`config.mk`:
```
export PLATFORM = sky130hd
export DESIGN_NAME = alu_stage_flat
export DESIGN_NICKNAME = d
export VERILOG_FILES = /design/src/rtl/alu_pkg.sv /design/src/rtl/alu_if.sv /design/src/rtl/alu_iter.sv /design/src/rtl/alu_stage.sv /design/src/flat_wrapper.sv
export SDC_FILE = /design/constraint.sdc
export NUM_CORES = 1
export LEC_CHECK = 0
export ABC_AREA = 1
export CELL_PAD_IN_SITES_DETAIL_PLACEMENT = 1
export CELL_PAD_IN_SITES_GLOBAL_PLACEMENT = 2
export CORE_MARGIN = 2
export CORE_UTILIZATION = 28
export DETAILED_ROUTE_END_ITERATION = 10
export PLACE_DENSITY = 0.87
export SKIP_LAST_GASP = 1
export SYNTH_ARGS = -nofsm -noshare
export SYNTH_HDL_FRONTEND = slang
export SYNTH_HIERARCHICAL = 1
export SYNTH_SLANG_ARGS = --single-unit
export TNS_END_PERCENT = 1
```
`constraint.sdc`:
```
create_clock -name i_clk -period 2 [get_ports i_clk]
set_clock_uncertainty 0.05 [all_clocks]
set_input_delay 0.5 -clock i_clk [delete_from_list [all_inputs] [get_ports i_clk]]
set_output_delay 0.5 -clock i_clk [all_outputs]
set_load 0.02 [all_outputs]
```
`src/rtl/alu_pkg.sv`:
```
// Shared opcodes, flag indices and iterative-engine state type for the ALU stage.
// Op E is MUL only when ALU_MUL_EN is defined; otherwise it is reserved.
package alu_pkg;
  localparam int WIDTH   = 8;
  localparam int SHAMT_W = 3;

  localparam logic [3:0] ALU_ADD  = 4'h0;
  localparam logic [3:0] ALU_ADC  = 4'h1;
  localparam logic [3:0] ALU_SUB  = 4'h2;
  localparam logic [3:0] ALU_SBC  = 4'h3;
  localparam logic [3:0] ALU_AND  = 4'h4;
  localparam logic [3:0] ALU_OR   = 4'h5;
  localparam logic [3:0] ALU_XOR  = 4'h6;
  localparam logic [3:0] ALU_NOT  = 4'h7;
  localparam logic [3:0] ALU_SHL  = 4'h8;
  localparam logic [3:0] ALU_SHR  = 4'h9;
  localparam logic [3:0] ALU_ASR  = 4'hA;
  localparam logic [3:0] ALU_ROL  = 4'hB;
  localparam logic [3:0] ALU_ROR  = 4'hC;
  localparam logic [3:0] ALU_PASS = 4'hD;
  localparam logic [3:0] ALU_MUL  = 4'hE;
  localparam logic [3:0] ALU_RSVD = 4'hF;

  localparam int FLAG_C = 0;
  localparam int FLAG_Z = 1;
  localparam int FLAG_N = 2;
  localparam int FLAG_V = 3;

  typedef enum logic {ST_IDLE = 1'b0, ST_ITER = 1'b1} iter_state_e;
endpackage

```
`src/rtl/alu_if.sv`:
```
// Control-sequencer / datapath bundle of the ALU stage; the slave side is the ALU.
interface alu_if;
  import alu_pkg::*;
  // i_start is taken on a rising edge only while o_busy=0 (op/operands sampled then);
  // o_done is a one-cycle pulse marking the cycle in which o_result/o_flags are new.
  logic [WIDTH-1:0] i_a;
  logic [WIDTH-1:0] i_b;
  logic [3:0]       i_op;
  logic             i_start;
  logic             o_busy;
  logic             o_done;
  logic [WIDTH-1:0] o_result;
  logic [3:0]       o_flags;
  iter_state_e      o_dbg_state;

  modport master (output i_a, i_b, i_op, i_start,
                  input  o_busy, o_done, o_result, o_flags, o_dbg_state);
  modport slave  (input  i_a, i_b, i_op, i_start,
                  output o_busy, o_done, o_result, o_flags, o_dbg_state);
endinterface

```
`src/rtl/alu_iter.sv`:
```
// Iterative engine: one shift/rotate step (or shift-add MUL step when ALU_MUL_EN
// is defined) per clock; fin marks the edge that completes the operation.
module alu_iter
  import alu_pkg::*;
(
  input  logic             clk,
  input  logic             rst_n,
  input  logic             start,
  input  logic [3:0]       op,
  input  logic [WIDTH-1:0] a,
  input  logic [WIDTH-1:0] b,
  output logic             busy,
  output logic             fin,
  output logic [WIDTH-1:0] res,
  output logic             c_out,
  output iter_state_e      state
);
  iter_state_e      state_q, state_d;
  logic [WIDTH-1:0] sh_q, sh_d, step_sh;
  logic [3:0]       cnt_q, cnt_d, load_cnt;
  logic [3:0]       op_q, op_d;
  logic             last_q, last_d, step_out;
`ifdef ALU_MUL_EN
  logic [15:0]      acc_q, acc_d, acc_step, mcand_q, mcand_d;
  assign load_cnt = (op == ALU_MUL) ? 4'd8 : {1'b0, b[SHAMT_W-1:0]};
`else
  logic             unused_b_hi;
  assign unused_b_hi = ^b[WIDTH-1:SHAMT_W];
  assign load_cnt    = {1'b0, b[SHAMT_W-1:0]};
`endif

  always_ff @(posedge clk or negedge rst_n) begin
    if (!rst_n) state_q <= ST_IDLE;
    else        state_q <= state_d;
  end

  always_comb begin
    state_d = state_q;
    case (state_q)
      ST_IDLE: if (start)         state_d = ST_ITER;
      ST_ITER: if (cnt_q == 4'd1) state_d = ST_IDLE;
      default:                    state_d = ST_IDLE;
    endcase
  end

  always_comb begin
    busy  = (state_q == ST_ITER);
    fin   = (state_q == ST_ITER) && (cnt_q == 4'd1);
    state = state_q;
  end

  // One step of the captured op; step_out is the bit leaving the register.
  always_comb begin
    step_sh  = sh_q;
    step_out = last_q;
    case (op_q)
      ALU_SHL: begin step_sh = {sh_q[WIDTH-2:0], 1'b0};     step_out = sh_q[WIDTH-1]; end
      ALU_SHR: begin step_sh = {1'b0, sh_q[WIDTH-1:1]};     step_out = sh_q[0];       end
      ALU_ASR: begin step_sh = {sh_q[WIDTH-1], sh_q[WIDTH-1:1]}; step_out = sh_q[0];  end
      ALU_ROL: begin step_sh = {sh_q[WIDTH-2:0], sh_q[WIDTH-1]}; step_out = sh_q[WIDTH-1]; end
      ALU_ROR: begin step_sh = {sh_q[0], sh_q[WIDTH-1:1]};  step_out = sh_q[0];       end
`ifdef ALU_MUL_EN
      ALU_MUL: step_sh = {1'b0, sh_q[WIDTH-1:1]};
`endif
      default: ;
    endcase
  end

`ifdef ALU_MUL_EN
  assign acc_step = acc_q + (sh_q[0] ? mcand_q : 16'd0);
`endif

  always_comb begin
    res   = step_sh;
    c_out = step_out;
`ifdef ALU_MUL_EN
    if (op_q == ALU_MUL) begin
      res   = acc_step[WIDTH-1:0];
      c_out = |acc_step[15:8];
    end
`endif
  end

  always_comb begin
    sh_d   = sh_q;
    cnt_d  = cnt_q;
    op_d   = op_q;
    last_d = last_q;
`ifdef ALU_MUL_EN
    acc_d   = acc_q;
    mcand_d = mcand_q;
`endif
    if (start) begin
      sh_d   = a;
      cnt_d  = load_cnt;
      op_d   = op;
      last_d = 1'b0;
`ifdef ALU_MUL_EN
      acc_d   = 16'd0;
      mcand_d = {8'h00, b};
`endif
    end else if (busy) begin
      sh_d   = step_sh;
      cnt_d  = cnt_q - 4'd1;
      last_d = step_out;
`ifdef ALU_MUL_EN
      acc_d   = acc_step;
      mcand_d = {mcand_q[14:0], 1'b0};
`endif
    end
  end

  always_ff @(posedge clk or negedge rst_n) begin
    if (!rst_n) begin
      sh_q   <= '0;
      cnt_q  <= '0;
      op_q   <= '0;
      last_q <= 1'b0;
`ifdef ALU_MUL_EN
      acc_q   <= '0;
      mcand_q <= '0;
`endif
    end else begin
      sh_q   <= sh_d;
      cnt_q  <= cnt_d;
      op_q   <= op_d;
      last_q <= last_d;
`ifdef ALU_MUL_EN
      acc_q   <= acc_d;
      mcand_q <= mcand_d;
`endif
    end
  end
endmodule

```
`src/rtl/alu_stage.sv`:
```
// ALU stage: single-cycle arithmetic/logic ops, result/flags registers and done pulse;
// shifts (and MUL when ALU_MUL_EN is defined) run in alu_iter.
module alu_stage
  import alu_pkg::*;
(
  input  logic i_clk,
  input  logic i_nReset,
  alu_if.slave bus
);
  logic             accept, is_shift, is_mul, iter_go, single_go;
  logic             iter_busy, iter_fin, iter_c;
  logic [WIDTH-1:0] iter_res;
  logic [WIDTH-1:0] result_q, result_d, sc_res;
  logic [3:0]       flags_q, flags_d;
  logic             done_q, done_d;
  logic             sc_c, sc_v, sc_keep;
  logic [WIDTH:0]   sum9;

  assign accept   = bus.i_start && !iter_busy;
  assign is_shift = (bus.i_op >= ALU_SHL) && (bus.i_op <= ALU_ROR);
`ifdef ALU_MUL_EN
  assign is_mul   = (bus.i_op == ALU_MUL);
`else
  assign is_mul   = 1'b0;
`endif
  // A zero shift count completes like a single-cycle op and never enters ITER.
  assign iter_go   = accept && (is_mul || (is_shift && (bus.i_b[SHAMT_W-1:0] != '0)));
  assign single_go = accept && !iter_go;

  alu_iter u_iter (
    .clk   (i_clk),
    .rst_n (i_nReset),
    .start (iter_go),
    .op    (bus.i_op),
    .a     (bus.i_a),
    .b     (bus.i_b),
    .busy  (iter_busy),
    .fin   (iter_fin),
    .res   (iter_res),
    .c_out (iter_c),
    .state (bus.o_dbg_state)
  );

  always_comb begin
    sum9    = '0;
    sc_res  = bus.i_a;
    sc_c    = flags_q[FLAG_C];
    sc_v    = 1'b0;
    sc_keep = 1'b0;
    case (bus.i_op)
      ALU_ADD, ALU_ADC: begin
        sum9   = {1'b0, bus.i_a} + {1'b0, bus.i_b}
               + {8'h00, (bus.i_op == ALU_ADC) && flags_q[FLAG_C]};
        sc_res = sum9[WIDTH-1:0];
        sc_c   = sum9[WIDTH];
        sc_v   = (bus.i_a[7] == bus.i_b[7]) && (sum9[7] != bus.i_a[7]);
      end
      ALU_SUB, ALU_SBC: begin
        sum9   = {1'b0, bus.i_a} - {1'b0, bus.i_b}
               - {8'h00, (bus.i_op == ALU_SBC) && flags_q[FLAG_C]};
        sc_res = sum9[WIDTH-1:0];
        sc_c   = sum9[WIDTH];
        sc_v   = (bus.i_a[7] != bus.i_b[7]) && (sum9[7] != bus.i_a[7]);
      end
      ALU_AND:  sc_res = bus.i_a & bus.i_b;
      ALU_OR:   sc_res = bus.i_a | bus.i_b;
      ALU_XOR:  sc_res = bus.i_a ^ bus.i_b;
      ALU_NOT:  sc_res = ~bus.i_a;
      ALU_PASS: sc_res = bus.i_b;
      ALU_SHL, ALU_SHR, ALU_ASR, ALU_ROL, ALU_ROR: sc_res = bus.i_a;
      default:  sc_keep = 1'b1;
    endcase
  end

  always_comb begin
    result_d = result_q;
    flags_d  = flags_q;
    done_d   = 1'b0;
    if (iter_fin) begin
      result_d        = iter_res;
      flags_d[FLAG_V] = 1'b0;
      flags_d[FLAG_N] = iter_res[WIDTH-1];
      flags_d[FLAG_Z] = (iter_res == '0);
      flags_d[FLAG_C] = iter_c;
      done_d          = 1'b1;
    end else if (single_go) begin
      result_d = sc_res;
      done_d   = 1'b1;
      if (!sc_keep) begin
        flags_d[FLAG_V] = sc_v;
        flags_d[FLAG_N] = sc_res[WIDTH-1];
        flags_d[FLAG_Z] = (sc_res == '0);
        flags_d[FLAG_C] = sc_c;
      end
    end
  end

  always_ff @(posedge i_clk or negedge i_nReset) begin
    if (!i_nReset) begin
      result_q <= '0;
      flags_q  <= '0;
      done_q   <= 1'b0;
    end else begin
      result_q <= result_d;
      flags_q  <= flags_d;
      done_q   <= done_d;
    end
  end

  assign bus.o_busy   = iter_busy;
  assign bus.o_done   = done_q;
  assign bus.o_result = result_q;
  assign bus.o_flags  = flags_q;
endmodule

```
`src/flat_wrapper.sv`:
```
// flat-port wrapper written by rule: the top's interface ports become plain ports
module alu_stage_flat import alu_pkg::*;
  (i_clk, i_nReset, bus_i_a, bus_i_b, bus_i_op, bus_i_start, bus_o_busy, bus_o_done, bus_o_result, bus_o_flags, bus_o_dbg_state);
  alu_if bus_i ();
  input  logic i_clk;
  input  logic i_nReset;
  input wire logic [$bits(bus_i.i_a)-1:0] bus_i_a;
  input wire logic [$bits(bus_i.i_b)-1:0] bus_i_b;
  input wire logic [$bits(bus_i.i_op)-1:0] bus_i_op;
  input wire logic [$bits(bus_i.i_start)-1:0] bus_i_start;
  output wire logic [$bits(bus_i.o_busy)-1:0] bus_o_busy;
  output wire logic [$bits(bus_i.o_done)-1:0] bus_o_done;
  output wire logic [$bits(bus_i.o_result)-1:0] bus_o_result;
  output wire logic [$bits(bus_i.o_flags)-1:0] bus_o_flags;
  output wire logic [$bits(bus_i.o_dbg_state)-1:0] bus_o_dbg_state;
  assign bus_i.i_a = bus_i_a;
  assign bus_i.i_b = bus_i_b;
  assign bus_i.i_op = bus_i_op;
  assign bus_i.i_start = bus_i_start;
  assign bus_o_busy = bus_i.o_busy;
  assign bus_o_done = bus_i.o_done;
  assign bus_o_result = bus_i.o_result;
  assign bus_o_flags = bus_i.o_flags;
  assign bus_o_dbg_state = bus_i.o_dbg_state;
  alu_stage u_core (.i_clk(i_clk), .i_nReset(i_nReset), .bus(bus_i));
endmodule
```
* Yosys cells after proc, flatten, opt, wreduce, memory -nomap -nowiden *
Index checks and enable logic that the tools add are counted.

word-level totals
  bits in registers = 31
  memories kept = 0
  input port bits = 23
  bits in writable memories = 0
  latch bits = 0
  output and inout port bits = 15
  ROM bits = 0
  logic and storage cells = 92

operators by class
  bitwise gates (word level) = 5
  div/mod/pow operators = 0
  multipliers = 0
  $lt $le $gt $ge = 2
  reductions and logical operators = 27
  multiplexer cells = 21
  eq/ne operators = 23
  $add $sub $neg = 5
  shifts and indexed selects = 0

operators with widths
  kind                  number
  $pmux W8 S7           1
  $eq A4 B4 Y1 const B  11
  $pmux W8 S5           1
  $mux W8               4
  $mux W4               5
  $eq A4 B3 Y1 const B  4
  $logic_not A8 Y1      2
  $reduce_or A14 Y1     1
  $logic_and A1 B1 Y1   10
  $add A8 B8 Y9         1
  $add A9 B1 Y9         1
  $sub A8 B8 Y9         1
  $sub A9 B1 Y9         1
  $and A8 B8 Y8         1
  $eq A4 B1 Y1 const B  2
  $eq A4 B2 Y1 const B  2
  $not A8 Y8            1
  $or A8 B8 Y8          1
  $pmux W1 S2           4
  $xor A8 B8 Y8         1
  $mux W1               6
  $reduce_bool A2 Y1    3
  $reduce_bool A3 Y1    2
  $reduce_or A2 Y1      3
  other kinds (11)      14

* Depth between registers and ports, before layout *
  depth after elaboration = 9
  depth in mapped cells = 20
  gate-level depth less buffers = 20

* Hierarchy *
The synthesis kept the hierarchy.

by module, submodules not included
  module     times used  cells an instance  sequential area each (um^2)  area an instance (um^2)
  alu_stage  1           408                325.3                        2323.5
  alu_iter   1           154                450.4                        1144.8

* Worst setup path after synthesis *
OpenSTA, ideal clock, no wires.

  kind = in2reg
  from = input port bus_i_op[0]
  to = register u_core.flags_q[1], in the netlist u_core/bus.o_flags[1]
  setup slack = -0.695 ns
  arrival = 2.574 ns
  setup time = 0.071 ns
  required time = 1.879 ns
  path buffers = 0
  stages = 18
  cells stage by stage = inv_1 > nor2_1 > nand3_1 > fa_1 > fa_1 > inv_1 > nand3_1 > nand2_1 > nand2_1 > nand2_1 > nand2_1 > nand3_1 > nand3_1 > nand2_1 > nand2_1 > nor2_1 > nor2_1 > nor2_1

on the way
  word-level cells in the longest chain between the ends = 8
  elaborated cells on any way between the ends = 36
  classes of those cells = add/sub (2); order compare (2); eq/ne (13); mux (4); reduce/logical (15)

RTL lines
  item                                                         RTL line                                           text
  from (decl)                                                  flat_wrapper.sv:9                                  input wire logic [$bits(bus_i.i_op)-1:0] bus_i_op;
  $eq A4 B2 Y1 (tied with other cells)                         alu_stage.sv:50, alu_stage.sv:60
  $logic_and A1 B1 Y1 (on tied branches)                       alu_stage.sv:60, alu_stage.sv:20, alu_stage.sv:53
  $sub A9 B1 Y9 (tied with other cells)                        alu_stage.sv:60                                    - {8'h00, (bus.i_op == ALU_SBC) && flags_q[FLAG_C]};
  $pmux W8 S7 / $logic_and A1 B1 Y1 (equally long branches)    alu_stage.sv:50, alu_stage.sv:27
  $logic_not A8 Y1 / $logic_not A1 Y1 (equally long branches)  alu_stage.sv:92, alu_stage.sv:28
  $mux W4 / $logic_and A1 B1 Y1 (equally long branches)        alu_stage.sv:89, alu_stage.sv:28
  $mux W4 / $reduce_bool A2 Y1 (equally long branches)         n/a
  $mux W4 / $reduce_and A2 Y1 (equally long branches)          n/a
  to (signal assigned)                                         alu_stage.sv:105                                   flags_q <= flags_d;
  to (decl)                                                    alu_stage.sv:14                                    logic [3:0] flags_q, flags_d;

Parallel ways exist; a longest one is shown, timed or not. The select of a mux whose other input is x is not followed.
A chain may end at the register's enable or synchronous reset.

* Final worst setup path *
  from = input port bus_i_op[1]
  to = register u_core.flags_q[1], in the netlist u_core/bus.o_flags[1]

Same word-level chain as after synthesis.

==> metrics.cfg <==
[setup_path]
arrival_ns = 2.67
critPathMaxFanout = 2
crit_path_start_kind = primary input
cp_cell_sequence = buf_6 -> buf_6 -> nor2_4 -> nand3_2 -> fa_2 -> fa_2 -> nand3b_1 -> nand2_1 -> nor2_1 -> nand2_1 -> nand2_2 -> nand2_1 -> nor2_1 -> nand3_1 -> nor2_1 -> nor2_1 -> nor2_1
reg2reg_depth = 14
critPathRequiredTime_ns = 2.17
crit_path_max_incr_delay_ns = 0.53
crit_path_end_kind = flip-flop
r2r_start = u_core/bus.o_flags[0]
crit_top_cell = nor2_1
reg2reg_to = u_core/bus.o_flags[1]
slowest_stage = fa_2
path_class = in -> reg
r2r_setup_slack_ns = -0.43

[floorplan]
die_height_um = 115
io_pins = 38
rows = 40
core_area_um2 = 12100
start_util = 0.288
die_x_um = 115
dieArea_um2 = 13300

[power_and_ir_drop]
power.internal_uw = 2690
p_seq_frac = 0.239
switchingPower_uw = 2200
switching_share = 0.450
p_comb_frac = 0.576
p_leak_uw = 0.00278
p_per_area_nw_per_um2 = 927
clock_power_share = 0.185
max-vdd-ir-drop_mv = 0.333
finalPower_uw = 4890

[final_layout]
area_growth_pct = 52.2
diodes = 0
num-fill-cells = 1560
final_nets = 768
drive_gt1_frac = 0.293
fin_util = 0.438

[global_route]
grt_overflow = 0
top_usage_layer = met2
grtUsageMet2 = 0.416
grt_pass1_vias = 4602
grt_pass1_wl_mm = 22.9
grt_use_met1 = 0.263
grt_max_degree = 32
antenna_found_initial = 0
grt_use_met3 = 0.0200
grt_usage = 0.219

[timing]
timing.final.crit_share = 1.25
slew_headroom = 0.609
worst_pin_slew_ns = 0.586
setup_tns_ns = -6.10
timing.fmax_mhz = 399
worst_slack_ns = -0.505
min_period_ns = 2.51
setup_viol = 29
rsz0062_at_grt = yes
hold_violations = 0
slew_violations = 0

[hold_path]
hold_start = u_core/bus.o_flags[2]
whs_path_depth = 2
worstHoldEndpoint = u_core/bus.o_flags[2]
worstHoldPathType = reg -> reg

[clocking]
cts_tree = done
clockBufferDepth = 2
hold_buffers = 0
clk_pin_slew_worst_paths_ns = 0.06
ctsHtreeMaxLevel = 2
cts_buffers = 5
worstSkewPairLatency_ns = 0.28
cts_sinks = 31
cts-root-buf = clkbuf_16

[logic_synthesis]
seq_area_frac_synth = 0.224
syn_avg_cell_area_um2 = 6.17
synth.area.top_cells = dfrtp_1 (22%), nand2_1 (21%), ha_1 (12%), nand3_1 (11%), inv_1 (7.9%)
syn-cell-area_um2 = 3470
yosysUniqueCellTypes = 33
yosys.area.top_type = dfrtp_1
synth_top_area_share = 0.224
synthCells = 562
ys_warn_count = 6
syn_nets = 621
synth-seq-cells = 31

[routing]
routed_wl_mm = 13.9
num_vias = 4228
drc_errors = 0
dr.pass1.iters = 4
drtAntennaViolNets = 0
post_drt_via_cell_ratio = 4.82
initialDrtViolationCount = 221
wl_per_cell_um = 15.8

[placement]
dp_hpwl_mm = 11.4
dpl_worst_slack_ns = -1.32
globalplace.congestion = 0.908
place.port_buffers = 37

[outcome]
status = finished, violations left
violations = setup timing

[run]
max_cap_viol_count = 0

## layer usage
| metal | vias to the layer above | wire length (µm) |
|---|---|---|
| li1 | 2087 | - |
| met1 | 2059 | 5910 |
| met2 | 63 | 7360 |
| met3 | 19 | 330 |
| met4 | 0 | 259 |
| met5 | - | 0 |
## synthesized netlist by cell type
cell type,n
clkbuf_1,3
o21ai_1,2
a31oi_1,1
nor2_8,1
nand2_4,1
fa_1,4
buf_4,2
nor3_1,7
nand3_1,73
dfrtp_1,31
nand2_2,17
o22ai_1,1
clkinv_1,9
nor2_2,2
o21bai_1,1
nand4_1,6
buf_6,1
o21ai_0,14
o221ai_1,2
nand3_2,1
a22oi_1,8
nor4_1,2
o21ai_2,1
o211ai_1,6
a21oi_1,11
nand3b_1,6
ha_1,32
inv_1,73
xnor2_1,1
o31ai_1,1
nor2_1,45
nand2_1,190
inv_2,7
## final cells by class
type	count	area (µm²)	area share
clock buffers	6	139	0.0263
clock inverters	2	35.0	0.00664
inverters	89	334	0.0633
multi-input cells	436	2580	0.488
flip-flops and latches	31	777	0.147
well taps	168	210	0.0398
repair buffers	146	1210	0.229
## registers in the layout, indices dropped and copies added, names as in the netlist
signal,cells
u_core/bus.o_flags,4
u_core/u_iter/op_q,4
u_core/u_iter/cnt_q,4
u_core/u_iter/sh_q,8
u_core/u_iter/busy,1
u_core/bus.o_done,1
u_core/u_iter/last_q,1
u_core/bus.o_result,8
## cell families (layout without fill, tap and decap cells)
group / count (synthesis) / in the layout / share of synthesized area
fa+ha+maj: 36 / 36 / 0.139
compound gates: 48 / 48 / 0.0848
buf+inv: 95 / 243 / 0.107
simple gates: 351 / 351 / 0.443
xor+xnor: 1 / 1 / 0.00253
flops: 31 / 31 / 0.224
## how the worst max path moves through the flow
| stage | from | to | cells past startpoint |
|---|---|---|---|
| 6_report | bus_i_op[1] | u_core/bus.o_flags[1] | 17 |
| 5_1_grt | bus_i_op[1] | u_core/bus.o_flags[1] | 22 |
| 4_1_cts | bus_i_op[1] | u_core/bus.o_flags[1] | 17 |
| 3_5_place_dp | bus_i_op[0] | u_core/bus.o_flags[1] | 20 |
| 3_3_place_gp | bus_i_op[2] | u_core/bus.o_flags[0] | 17 |
| 2_1_floorplan | bus_i_op[0] | u_core/bus.o_flags[1] | 18 |
## through the flow
stage,cells,instance area [µm²],hold WS (ns)
5_1_grt,878,5280,0.460
3_5_place_dp,864,4820,0.424
2_1_floorplan,562,3490,0.154
4_1_cts,877,5100,0.438
6_report,878,5280,0.436
3_3_place_gp,864,4820,0.412
## worst max-delay path, delay by kind of cell
family / cells / cell delay (ns)
AND/OR/NAND/NOR: 13 / 1.06
adder cells (fa/ha/maj): 2 / 0.91
buffers and inverters: 2 / 0.20
## layout by cell type (no fill, tap or decap), drive strengths merged, types with 2 or more instances in the layout
| cell type | n |
|---|---|
| clkbuf | 7 |
| nor3 | 7 |
| dfrtp | 31 |
| dlygate4sd2 | 2 |
| nand3b | 6 |
| nand4 | 6 |
| a21oi | 11 |
| clkinv | 10 |
| nand3 | 74 |
| ha | 32 |
| a22oi | 8 |
| nor4 | 2 |
| o21ai | 17 |
| dlymetal6s2s | 4 |
| fa | 4 |
| o211ai | 6 |
| inv | 80 |
| buf | 113 |
| nand2 | 208 |
| nor2 | 48 |
| o221ai | 2 |
| clkdlybuf4s50 | 26 |
## power by group through the flow
stage                     clock network [µW]  logic [µW]  registers [µW]
after floorplan                            0        1390            1260
after global placement                     0        2600            1160
after detailed placement                   0        2700            1170
after CTS                                920        2770            1170
after global routing                     947        3120            1200
final                                    905        2820            1170
## timing repair
| action | CTS | global route |
|---|---|---|
| hold endpoints to repair | 0 | 0 |
| endpoints found under the setup margin | 31 | 32 |
| buffers inserted | 5 | 1 |
| resized for setup | 44 | 42 |
| pin swaps | 21 | 22 |
No activity file was read; power rests on OpenSTA's default activity.
